<file path="src/rtl/replica_pkg.sv">
// replica_pkg: shared types and constants for the replica AXI4-Lite master
package replica_pkg;

    localparam int AXIM_ADDR_W = 32;
    localparam int AXIM_DATA_W = 64;

    localparam logic [1:0] AXI_RESP_OKAY   = 2'b00;
    localparam logic [1:0] AXI_RESP_SLVERR = 2'b10;

    typedef enum logic [1:0] {
        AXIM_WRITE = 2'd0,
        AXIM_READ  = 2'd1,
        AXIM_POLL  = 2'd2
    } axim_op_t;

    typedef enum logic [2:0] {
        ST_IDLE,
        ST_WADDR,
        ST_WRESP,
        ST_RADDR,
        ST_RDATA,
        ST_GAP,
        ST_RSP
    } axim_state_t;

    typedef struct packed {
        axim_op_t                   op;
        logic [AXIM_ADDR_W-1:0]     addr;
        logic [AXIM_DATA_W-1:0]     wdata;
        logic [AXIM_DATA_W/8-1:0]   wstrb;
        logic [AXIM_DATA_W-1:0]     match;
    } axim_cmd_t;

    // The reserved opcode behaves as a plain read.
    function automatic axim_op_t axim_decode(input logic [1:0] op);
        return (op == 2'd3) ? AXIM_READ : axim_op_t'(op);
    endfunction

endpackage

</file>
<file path="src/rtl/replica_axi_master.sv">
// replica_axi_master: command-driven AXI4-Lite master issuing single writes, reads and poll-until-match reads
// Ports:
//   M_AXI_ACLK / M_AXI_ARESETN      clock, synchronous active-low reset
//   cmd_*                           command channel (op, addr, wdata/mask, wstrb, match)
//   rsp_*                           response channel (data, resp, timeout)
//   busy                            high from command accept until response consumed
//   M_AXI_AW*/W*/B*/AR*/R*          AXI4-Lite master channels
module replica_axi_master
    import replica_pkg::*;
#(
    parameter int          ADDR_W   = AXIM_ADDR_W,
    parameter int          DATA_W   = AXIM_DATA_W,
    parameter int          POLL_GAP = 16,
    parameter logic [23:0] POLL_MAX = 24'hFFFFFF
) (
    input  logic                M_AXI_ACLK,
    input  logic                M_AXI_ARESETN,
    input  logic                cmd_valid,
    output logic                cmd_ready,
    input  logic [1:0]          cmd_op,
    input  logic [ADDR_W-1:0]   cmd_addr,
    input  logic [DATA_W-1:0]   cmd_wdata,
    input  logic [DATA_W/8-1:0] cmd_wstrb,
    input  logic [DATA_W-1:0]   cmd_match,
    output logic                rsp_valid,
    input  logic                rsp_ready,
    output logic [DATA_W-1:0]   rsp_data,
    output logic [1:0]          rsp_resp,
    output logic                rsp_timeout,
    output logic                busy,
    output logic [ADDR_W-1:0]   M_AXI_AWADDR,
    output logic                M_AXI_AWVALID,
    input  logic                M_AXI_AWREADY,
    output logic [DATA_W-1:0]   M_AXI_WDATA,
    output logic [DATA_W/8-1:0] M_AXI_WSTRB,
    output logic                M_AXI_WVALID,
    input  logic                M_AXI_WREADY,
    input  logic [1:0]          M_AXI_BRESP,
    input  logic                M_AXI_BVALID,
    output logic                M_AXI_BREADY,
    output logic [ADDR_W-1:0]   M_AXI_ARADDR,
    output logic                M_AXI_ARVALID,
    input  logic                M_AXI_ARREADY,
    input  logic [DATA_W-1:0]   M_AXI_RDATA,
    input  logic [1:0]          M_AXI_RRESP,
    input  logic                M_AXI_RVALID,
    output logic                M_AXI_RREADY
);

    localparam logic [15:0] GAP_INIT = 16'(POLL_GAP - 1);

    axim_state_t state, state_n;
    axim_cmd_t   cmd_q;
    logic        aw_done, w_done;
    logic [23:0] poll_cnt, cnt_n;
    logic [15:0] gap_cnt;
    logic        hit, poll_last, timeout_hit;

    assign cnt_n       = poll_cnt + 24'd1;
    assign hit         = (M_AXI_RDATA & cmd_q.wdata) == cmd_q.match;
    // A poll ends on a match, a slave error, or when this read exhausts the budget.
    assign poll_last   = cmd_q.op != AXIM_POLL || M_AXI_RRESP != AXI_RESP_OKAY || hit || cnt_n == POLL_MAX;
    assign timeout_hit = cmd_q.op == AXIM_POLL && M_AXI_RRESP == AXI_RESP_OKAY && !hit && cnt_n == POLL_MAX;

    assign cmd_ready     = state == ST_IDLE;
    assign busy          = state != ST_IDLE;
    assign rsp_valid     = state == ST_RSP;
    assign M_AXI_AWVALID = state == ST_WADDR && !aw_done;
    assign M_AXI_WVALID  = state == ST_WADDR && !w_done;
    assign M_AXI_BREADY  = state == ST_WRESP;
    assign M_AXI_ARVALID = state == ST_RADDR;
    assign M_AXI_RREADY  = state == ST_RDATA;
    assign M_AXI_AWADDR  = cmd_q.addr;
    assign M_AXI_ARADDR  = cmd_q.addr;
    assign M_AXI_WDATA   = cmd_q.wdata;
    assign M_AXI_WSTRB   = cmd_q.wstrb;

    always_ff @(posedge M_AXI_ACLK) begin
        if (!M_AXI_ARESETN)
            state <= ST_IDLE;
        else
            state <= state_n;
    end

    always_comb begin
        state_n = state;
        case (state)
            ST_IDLE:  if (cmd_valid) state_n = (axim_decode(cmd_op) == AXIM_WRITE) ? ST_WADDR : ST_RADDR;
            ST_WADDR: if ((aw_done || M_AXI_AWREADY) && (w_done || M_AXI_WREADY)) state_n = ST_WRESP;
            ST_WRESP: if (M_AXI_BVALID) state_n = ST_RSP;
            ST_RADDR: if (M_AXI_ARREADY) state_n = ST_RDATA;
            ST_RDATA: if (M_AXI_RVALID) state_n = poll_last ? ST_RSP : ST_GAP;
            ST_GAP:   if (gap_cnt == '0) state_n = ST_RADDR;
            ST_RSP:   if (rsp_ready) state_n = ST_IDLE;
            default:  state_n = ST_IDLE;
        endcase
    end

    always_ff @(posedge M_AXI_ACLK) begin
        if (!M_AXI_ARESETN) begin
            cmd_q       <= '0;
            aw_done     <= 1'b0;
            w_done      <= 1'b0;
            poll_cnt    <= '0;
            gap_cnt     <= '0;
            rsp_data    <= '0;
            rsp_resp    <= AXI_RESP_OKAY;
            rsp_timeout <= 1'b0;
        end else begin
            case (state)
                ST_IDLE: begin
                    if (cmd_valid) begin
                        cmd_q       <= '{op: axim_decode(cmd_op), addr: cmd_addr, wdata: cmd_wdata,
                                         wstrb: cmd_wstrb, match: cmd_match};
                        aw_done     <= 1'b0;
                        w_done      <= 1'b0;
                        poll_cnt    <= '0;
                        rsp_timeout <= 1'b0;
                    end
                end
                ST_WADDR: begin
                    if (M_AXI_AWREADY) aw_done <= 1'b1;
                    if (M_AXI_WREADY) w_done <= 1'b1;
                end
                ST_WRESP: begin
                    if (M_AXI_BVALID) begin
                        rsp_data <= '0;
                        rsp_resp <= M_AXI_BRESP;
                    end
                end
                ST_RDATA: begin
                    if (M_AXI_RVALID) begin
                        rsp_data    <= M_AXI_RDATA;
                        rsp_resp    <= timeout_hit ? AXI_RESP_SLVERR : M_AXI_RRESP;
                        rsp_timeout <= timeout_hit;
                        if (!poll_last) begin
                            poll_cnt <= cnt_n;
                            gap_cnt  <= GAP_INIT;
                        end
                    end
                end
                ST_GAP: gap_cnt <= gap_cnt - 16'd1;
                default: ;
            endcase
        end
    end

endmodule

</file>
<file path="config.mk">
export PLATFORM = sky130hd
export DESIGN_NAME = replica_axi_master
export DESIGN_NICKNAME = d
export VERILOG_FILES = /design/src/rtl/replica_pkg.sv /design/src/rtl/replica_axi_master.sv
export SDC_FILE = /design/constraint.sdc
export NUM_CORES = 1
export LEC_CHECK = 0
export CAP_MARGIN = 30
export CORE_MARGIN = 10
export CORE_UTILIZATION = 46
export CTS_CLUSTER_SIZE = 40
export DETAILED_ROUTE_END_ITERATION = 7
export PLACE_DENSITY = 0.81
export SLEW_MARGIN = 15
export SYNTH_ARGS = -nofsm -noshare
export SYNTH_HDL_FRONTEND = slang
export SYNTH_SLANG_ARGS = --single-unit
</file>
<file path="constraint.sdc">
create_clock -name M_AXI_ACLK -period 4.05 [get_ports M_AXI_ACLK]
set_input_delay 0.81 -clock M_AXI_ACLK [delete_from_list [all_inputs] [get_ports M_AXI_ACLK]]
set_output_delay 0.81 -clock M_AXI_ACLK [all_outputs]
set_load 0.02 [all_outputs]
</file>
==> results of run 1 <==
[cell families after synthesis]
kind of cell | share of synthesized area [%]
buf+inv | 11.63
compound gates | 19.67
flops | 42.92
simple gates | 25.14
xor+xnor | 0.1998
mux | 0.1522
fa+ha+maj | 0.2854
[per-stage QoR]
stage | area, um^2 | utilization (%) | hold WS [ns] | power (mW)
finish | 18120 | 64.68 | 0.4479 | 9.985
global route | 18100 | 64.63 | 0.4650 | 10.47
CTS | 18100 | 64.61 | 0.4507 | 10.02
detailed placement | 17090 | 61.03 | 0.4423 | 7.247
global placement | 17090 | 61.03 | 0.4382 | 7.159
floorplan | 13150 | - | 0.4271 | 5.881
[power by group through the flow]
stage	sequential, mW	clock, mW	combinational, mW
after CTS	3.54	2.82	3.66
after floorplan	3.49	0	2.39
after global placement	3.57	0	3.59
final	3.55	2.79	3.65
after global routing	3.61	2.95	3.92
after detailed placement	3.60	0	3.65
[flip-flops by register name, indices dropped and copies added (netlist names)]
name and flops:
cmd_q 66, M_AXI_WDATA 64, rsp_data 64, M_AXI_ARADDR 32, poll_cnt 24, gap_cnt 16
M_AXI_WSTRB 8, state 3, rsp_resp 2, aw_done 1, rsp_timeout 1, w_done 1
[per-layer routing]
metal  GRT usage (%)  share of wire, %  up-vias
met3           8.398               9.1       83
met5               0                 0        -
li1                -                 -     6360
met4           9.310               3.3        0
met2           47.41                50      551
met1           30.02                38     6285
[critical path, delay by kind of cell, from the launching register on]
kind	cells	cell delay [ns]
AND/OR/NAND/NOR	5	1.63
flip-flops	1	0.39
buffers and inverters	2	0.41
adder cells (fa/ha/maj)	1	0.34
AO/OA/AOI/OAI	3	0.52
[area by class of cell]
cell class / count / area [um^2]
fill: 2339 / 9894
clock buffer: 46 / 902.1
multi-input combinational: 1159 / 6001
inverter: 22 / 90.09
sequential: 282 / 5645
antenna: 7 / 17.52
timing repair buffer: 490 / 4885
clock inverter: 10 / 102.6
tap: 378 / 473.0
[cells in the mapped netlist (4+ instances only)]
library cell	count	share of area (%)
nor4_1	6	0.29
nand4_1	17	0.81
o21ai_0	13	0.49
o22ai_1	15	0.71
buf_2	9	0.34
or2_2	5	0.24
a211oi_1	18	1.0
buf_1	7	0.20
clkbuf_1	92	2.6
nand2_1	438	12
a31oi_1	5	0.24
and3b_1	16	1.1
o31ai_1	11	0.63
nor3_1	13	0.49
nand3_1	93	3.5
dfxtp_1	282	43
and4_1	6	0.40
o221ai_1	7	0.47
nor2b_1	5	0.24
or3_1	8	0.38
buf_4	136	7.8
a21oi_1	292	11
or4_1	16	0.91
inv_1	21	0.60
nor2_1	22	0.63
nand2b_1	4	0.19
a21boi_0	16	0.91
a41oi_1	4	0.27
a311oi_1	4	0.27
o221a_2	5	0.43
and3_1	38	1.8
a21o_1	17	0.97
o22a_1	7	0.47
[how the worst max path moves through the flow]
stage | startpoint | to | slack [ns] | cells past startpoint
3_3_place_gp | M_AXI_RDATA[49] | state[1]$_SDFFE_PN0P_ | 0.16 | 10
5_1_grt | poll_cnt[0]$_SDFFE_PN0P_ | gap_cnt[15]$_SDFFE_PN0P_ | 0.34 | 11
6_report | poll_cnt[0]$_SDFFE_PN0P_ | gap_cnt[11]$_SDFFE_PN0P_ | 0.64 | 11
2_1_floorplan | M_AXI_RDATA[20] | gap_cnt[2]$_SDFFE_PN0P_ | 0.80 | 10
4_1_cts | M_AXI_RDATA[36] | state[1]$_SDFFE_PN0P_ | 0.66 | 10
3_5_place_dp | M_AXI_RDATA[36] | gap_cnt[11]$_SDFFE_PN0P_ | 0.10 | 10
==> out/qor.csv, run 1 <==
metric;value;unit
status;completed;
drive_gt1_share;5.475;%
setup_viol;0;
seq_area_frac_synth;42.92;%
clock_sinks;282;
ant_nets;0;
fp.dieH;189.1;um
synth-seq-cells;282;
via_per_inst;5.547;
critPathMaxStageDelay;0.59;ns
cts_tree;done;
leakage;6.485;nW
p_per_area;551.2;nW/um^2
min_delay_path_depth;2;
crit_type;flop to flop;
timing.rr.end;gap_cnt[11]$_SDFFE_PN0P_;
max_clock_freq;293.0;MHz
ios;458;
drv_slew;0;
cts_resized;0;
slowest_stage;nor4_1;
tns;0;ns
initial_core_util;46.96;%
ir_drop;0.4022;mV
fin_ws;0.6368;ns
final_common_cell;clkdlybuf4s50_1;
p_int;6.306;mW
switching_share;36.84;%
worstMarginPinSlew;1.085;ns
hp-start;rsp_data[61]$_SDFFE_PN0P_;
nNetsFinal;2235;
crit_path_cell_trace;ha_1 -> and3_1 -> buf_4 -> or4_1 -> a22oi_1 -> nand4_1 -> nor4_1 -> o31a_1 -> buf_4 -> or4_1 -> a21oi_1;
maxCapViolCount;0;
yosysWarnings;0;
arrival;3.83;ns
synth_edf_count;0;
wl_per_cell;21.31;um
dieWidth;189.1;um
hold_end;rsp_data[61]$_SDFFE_PN0P_;
hold_viol_final;0;
hold_class;flop to flop;
drcViolationCount;0;
avgSynthCellArea;7.697;um^2
die_area;35760;um^2
pwr-share-clk;27.9;%
slew_headroom;27.64;%
final_cell_mix;457 x clkdlybuf4s50_1, 437 x nand2_1, 291 x a21oi_1, 282 x dfxtp_1, 93 x nand3_1;
grt_first_pass_wirelength;77.41;mm
netlist_area;13150;um^2
crit_fanout;17;
finClkSkew;0.01560;ns
p_seq_share;35.5;%
cp.required;4.47;ns
reg2reg_depth;11;
ctsRootBufferMaster;clkbuf_16;
r2r-start;poll_cnt[0]$_SDFFE_PN0P_;
cts_buffer_depth;3;
holdBufCountCts;0;
vias;13280;
ff2ff_setup_slack;0.64;ns
synthFlopType;dfxtp_1;
grt_overflow_total;0;
grt_max_degree;186;
post_cts_buffers;0;
period_needed;3.413;ns
postSynthCellCount;1709;
drt_wl_total;51.01;mm
grt_pass1_vias;13230;
comb_power_share;36.5;%
io_buffers;457;
antenna_found_initial;4;
cts_made_buffers;30;
rsz0062_at_grt;no;
syn_to_final_growth;37.72;%
syn-num-nets;1959;
dpl.cell_count;2331;
rows;61;
place_congestion;0.9156;
ctsHtreeMaxLevel;1;
clk_latency;0.55;ns
place_ws;0.1039;ns
grt_usage;26.91;%
dp_hpwl;38.01;mm
ys_types;70;
cp-end-kind;flop;
instances_no_fill;2394;
async_flop_share;0;%
fin_crit_sh;84.28;%
drt_iter0_drc;1007;
cts.clk_slew.worst_paths;0.06;ns
start_kind;flop;
coreArea;28010;um^2
dr.pass1.iters;5;
p_switching;3.678;mW
No activity file was read; power rests on OpenSTA's default activity.
==> run 2, diff against run 1 <==
==> constraint.sdc (replaced) <==
create_clock -name M_AXI_ACLK -period 3.3 [get_ports M_AXI_ACLK]
set_input_delay 0.66 -clock M_AXI_ACLK [delete_from_list [all_inputs] [get_ports M_AXI_ACLK]]
set_output_delay 0.66 -clock M_AXI_ACLK [all_outputs]
set_load 0.02 [all_outputs]
==> out/qor.csv, run 2 (synthesis results as in run 1) <==
metric;value;unit;change
status;completed;;
post-route-cell-area;18530;um^2;+2.3%
tns;0;ns;unchanged
grt_usage;26.89;%;about the same
p_seq_share;34.9;%;-0.6 points
fin_crit_sh;94.65;%;
rows;61;;unchanged
clock_sinks;282;;unchanged
place_congestion;0.9349;;+2.1%
cts_made_buffers;31;;+3.3%
vias;13540;;+2.0%
antenna_found_initial;6;;+2
post_cts_buffers;0;;unchanged
nNetsFinal;2280;;+2.0%
crit_type;flop to primary output;;
pwr-share-clk;28.4;%;+0.5 points
drcViolationCount;0;;unchanged
instances_no_fill;2433;;+1.6%
leakage;6.739;nW;+3.9%
ios;458;;unchanged
fp.dieH;189.1;um;unchanged
ant_nets;0;;unchanged
period_needed;3.124;ns;
drv_slew;0;;unchanged
regArea;5645;um^2;unchanged
cts_buffer_depth;3;;unchanged
rsz0062_at_grt;no;;
final_cell_mix;457 x clkdlybuf4s50_1, 437 x nand2_1, 291 x a21oi_1, 282 x dfxtp_1, 93 x nand3_1;;
max_clock_freq;320.2;MHz;
setup_viol;0;;unchanged
grt_pass1_vias;13380;;+1.2%
hold_viol_final;0;;unchanged
dieWidth;189.1;um;unchanged
finClkSkew;0.01189;ns;-0.003705 ns
cp-end-kind;primary output;;
grt_first_pass_wirelength;77.34;mm;about the same
maxCapViolCount;0;;unchanged
grt_overflow_total;0;;unchanged
switching_share;36.52;%;-0.32 points
comb_power_share;36.7;%;+0.2 points
power;12.45;mW;+25%
p_switching;4.549;mW;+24%
grt_max_degree;145;;-22%
dp_hpwl;38.46;mm;+1.2%
slew_headroom;39.19;%;+12 points
drive_gt1_share;7.707;%;+2.2 points
cp.required;2.64;ns;-1.83 ns
place_ws;-0.4656;ns;-0.5695 ns
hold_class;flop to flop;;
final_common_cell;clkdlybuf4s50_1;;
io_buffers;457;;unchanged
drt_wl_total;51.37;mm;+0.71%
ctsHtreeMaxLevel;1;;unchanged
start_kind;flop;;
arrival;2.46;ns;-1.37 ns
initial_core_util;46.96;%;unchanged
largest_register_ffs;66;;unchanged
via_per_inst;5.566;;+0.35%
p_int;7.906;mW;+25%
crit_fanout;9;;-8
regMostFlops;cmd_q;;
placed_cell_area;17470;um^2;+2.2%
cts.clk_slew.worst_paths;0.06;ns;about the same
die_area;35760;um^2;unchanged
n_fill_cell;2336;;-0.13%
p_per_area;672.3;nW/um^2;+22%
clk_latency;0.56;ns;about the same
syn_to_final_growth;40.84;%;
ctsRootBufferMaster;clkbuf_16;;
dr.pass1.iters;5;;unchanged
ir_drop;0.4447;mV;+11%
cts_tree;done;;
worstMarginPinSlew;0.9122;ns;-0.1733 ns
fin_ws;0.1765;ns;-0.4604 ns
wl_per_cell;21.11;um;-0.91%
multi_input_area;6015;um^2;+0.23%
coreArea;28010;um^2;unchanged
dpl.cell_count;2375;;+1.9%
drt_iter0_drc;1072;;+6.5%
## run 2: per-layer routing
layer / vias up / track usage, % / share of wire, %
met1: 6442 / 30.15 / 38
met2: 567 / 47.76 / 50
met5: - / 0 / 0.021
li1: 6433 / - / -
met4: 2 / 9.493 / 3.4
met3: 99 / 7.497 / 8.9
## run 2: repair_timing
item,4_1_cts,5_1_grt
endpoints found under the setup margin,0,11
hold buffers,0,0
gates resized for setup,0,4
## run 2: final timing paths
check / depth (start not counted) / slack, ns / startpoint / endpoint
max: 3 / 0.18 / state[1]$_SDFFE_PN0P_ / M_AXI_BREADY
min: 2 / 0.45 / rsp_data[45]$_SDFFE_PN0P_ / rsp_data[45]$_SDFFE_PN0P_
max reg2reg: 10 / 0.22 / poll_cnt[3]$_SDFFE_PN0P_ / gap_cnt[15]$_SDFFE_PN0P_
min reg2reg: 2 / 0.45 / rsp_data[45]$_SDFFE_PN0P_ / rsp_data[45]$_SDFFE_PN0P_
## run 2: power by group through the flow
stage               clock network, mW  logic, mW  registers, mW
finish                           3.54       4.56           4.35
global route                     3.74       4.89           4.43
CTS                              3.59       4.58           4.34
detailed placement                  0       4.55           4.41
global placement                    0       4.46           4.38
floorplan                           0       2.94           4.28
## run 2: cell type report
| type | instances | share of cell area [%] |
|---|---|---|
| multi-input combinational | 1159 | 32.46 |
| inverter | 22 | 0.4863 |
| clock inverter | 13 | 0.9252 |
| clock buffer | 40 | 4.640 |
| antenna | 5 | 0.06754 |
| timing repair buffer | 534 | 28.39 |
| tap | 378 | 2.553 |
| sequential | 282 | 30.47 |
## run 2: through the flow
step | util (%) | hold WS (ns)
floorplan | - | 0.4271
global placement | 62.27 | 0.4376
detailed placement | 62.37 | 0.4421
CTS | 66.05 | 0.4503
global route | 66.12 | 0.4651
finish | 66.14 | 0.4476
## run 2: critical path, cell delays in order, from the launching register on
cell and delay, ns:
dfxtp_1 0.48, inv_1 0.21, nor3_1 0.48, clkdlybuf4s50_1 0.74
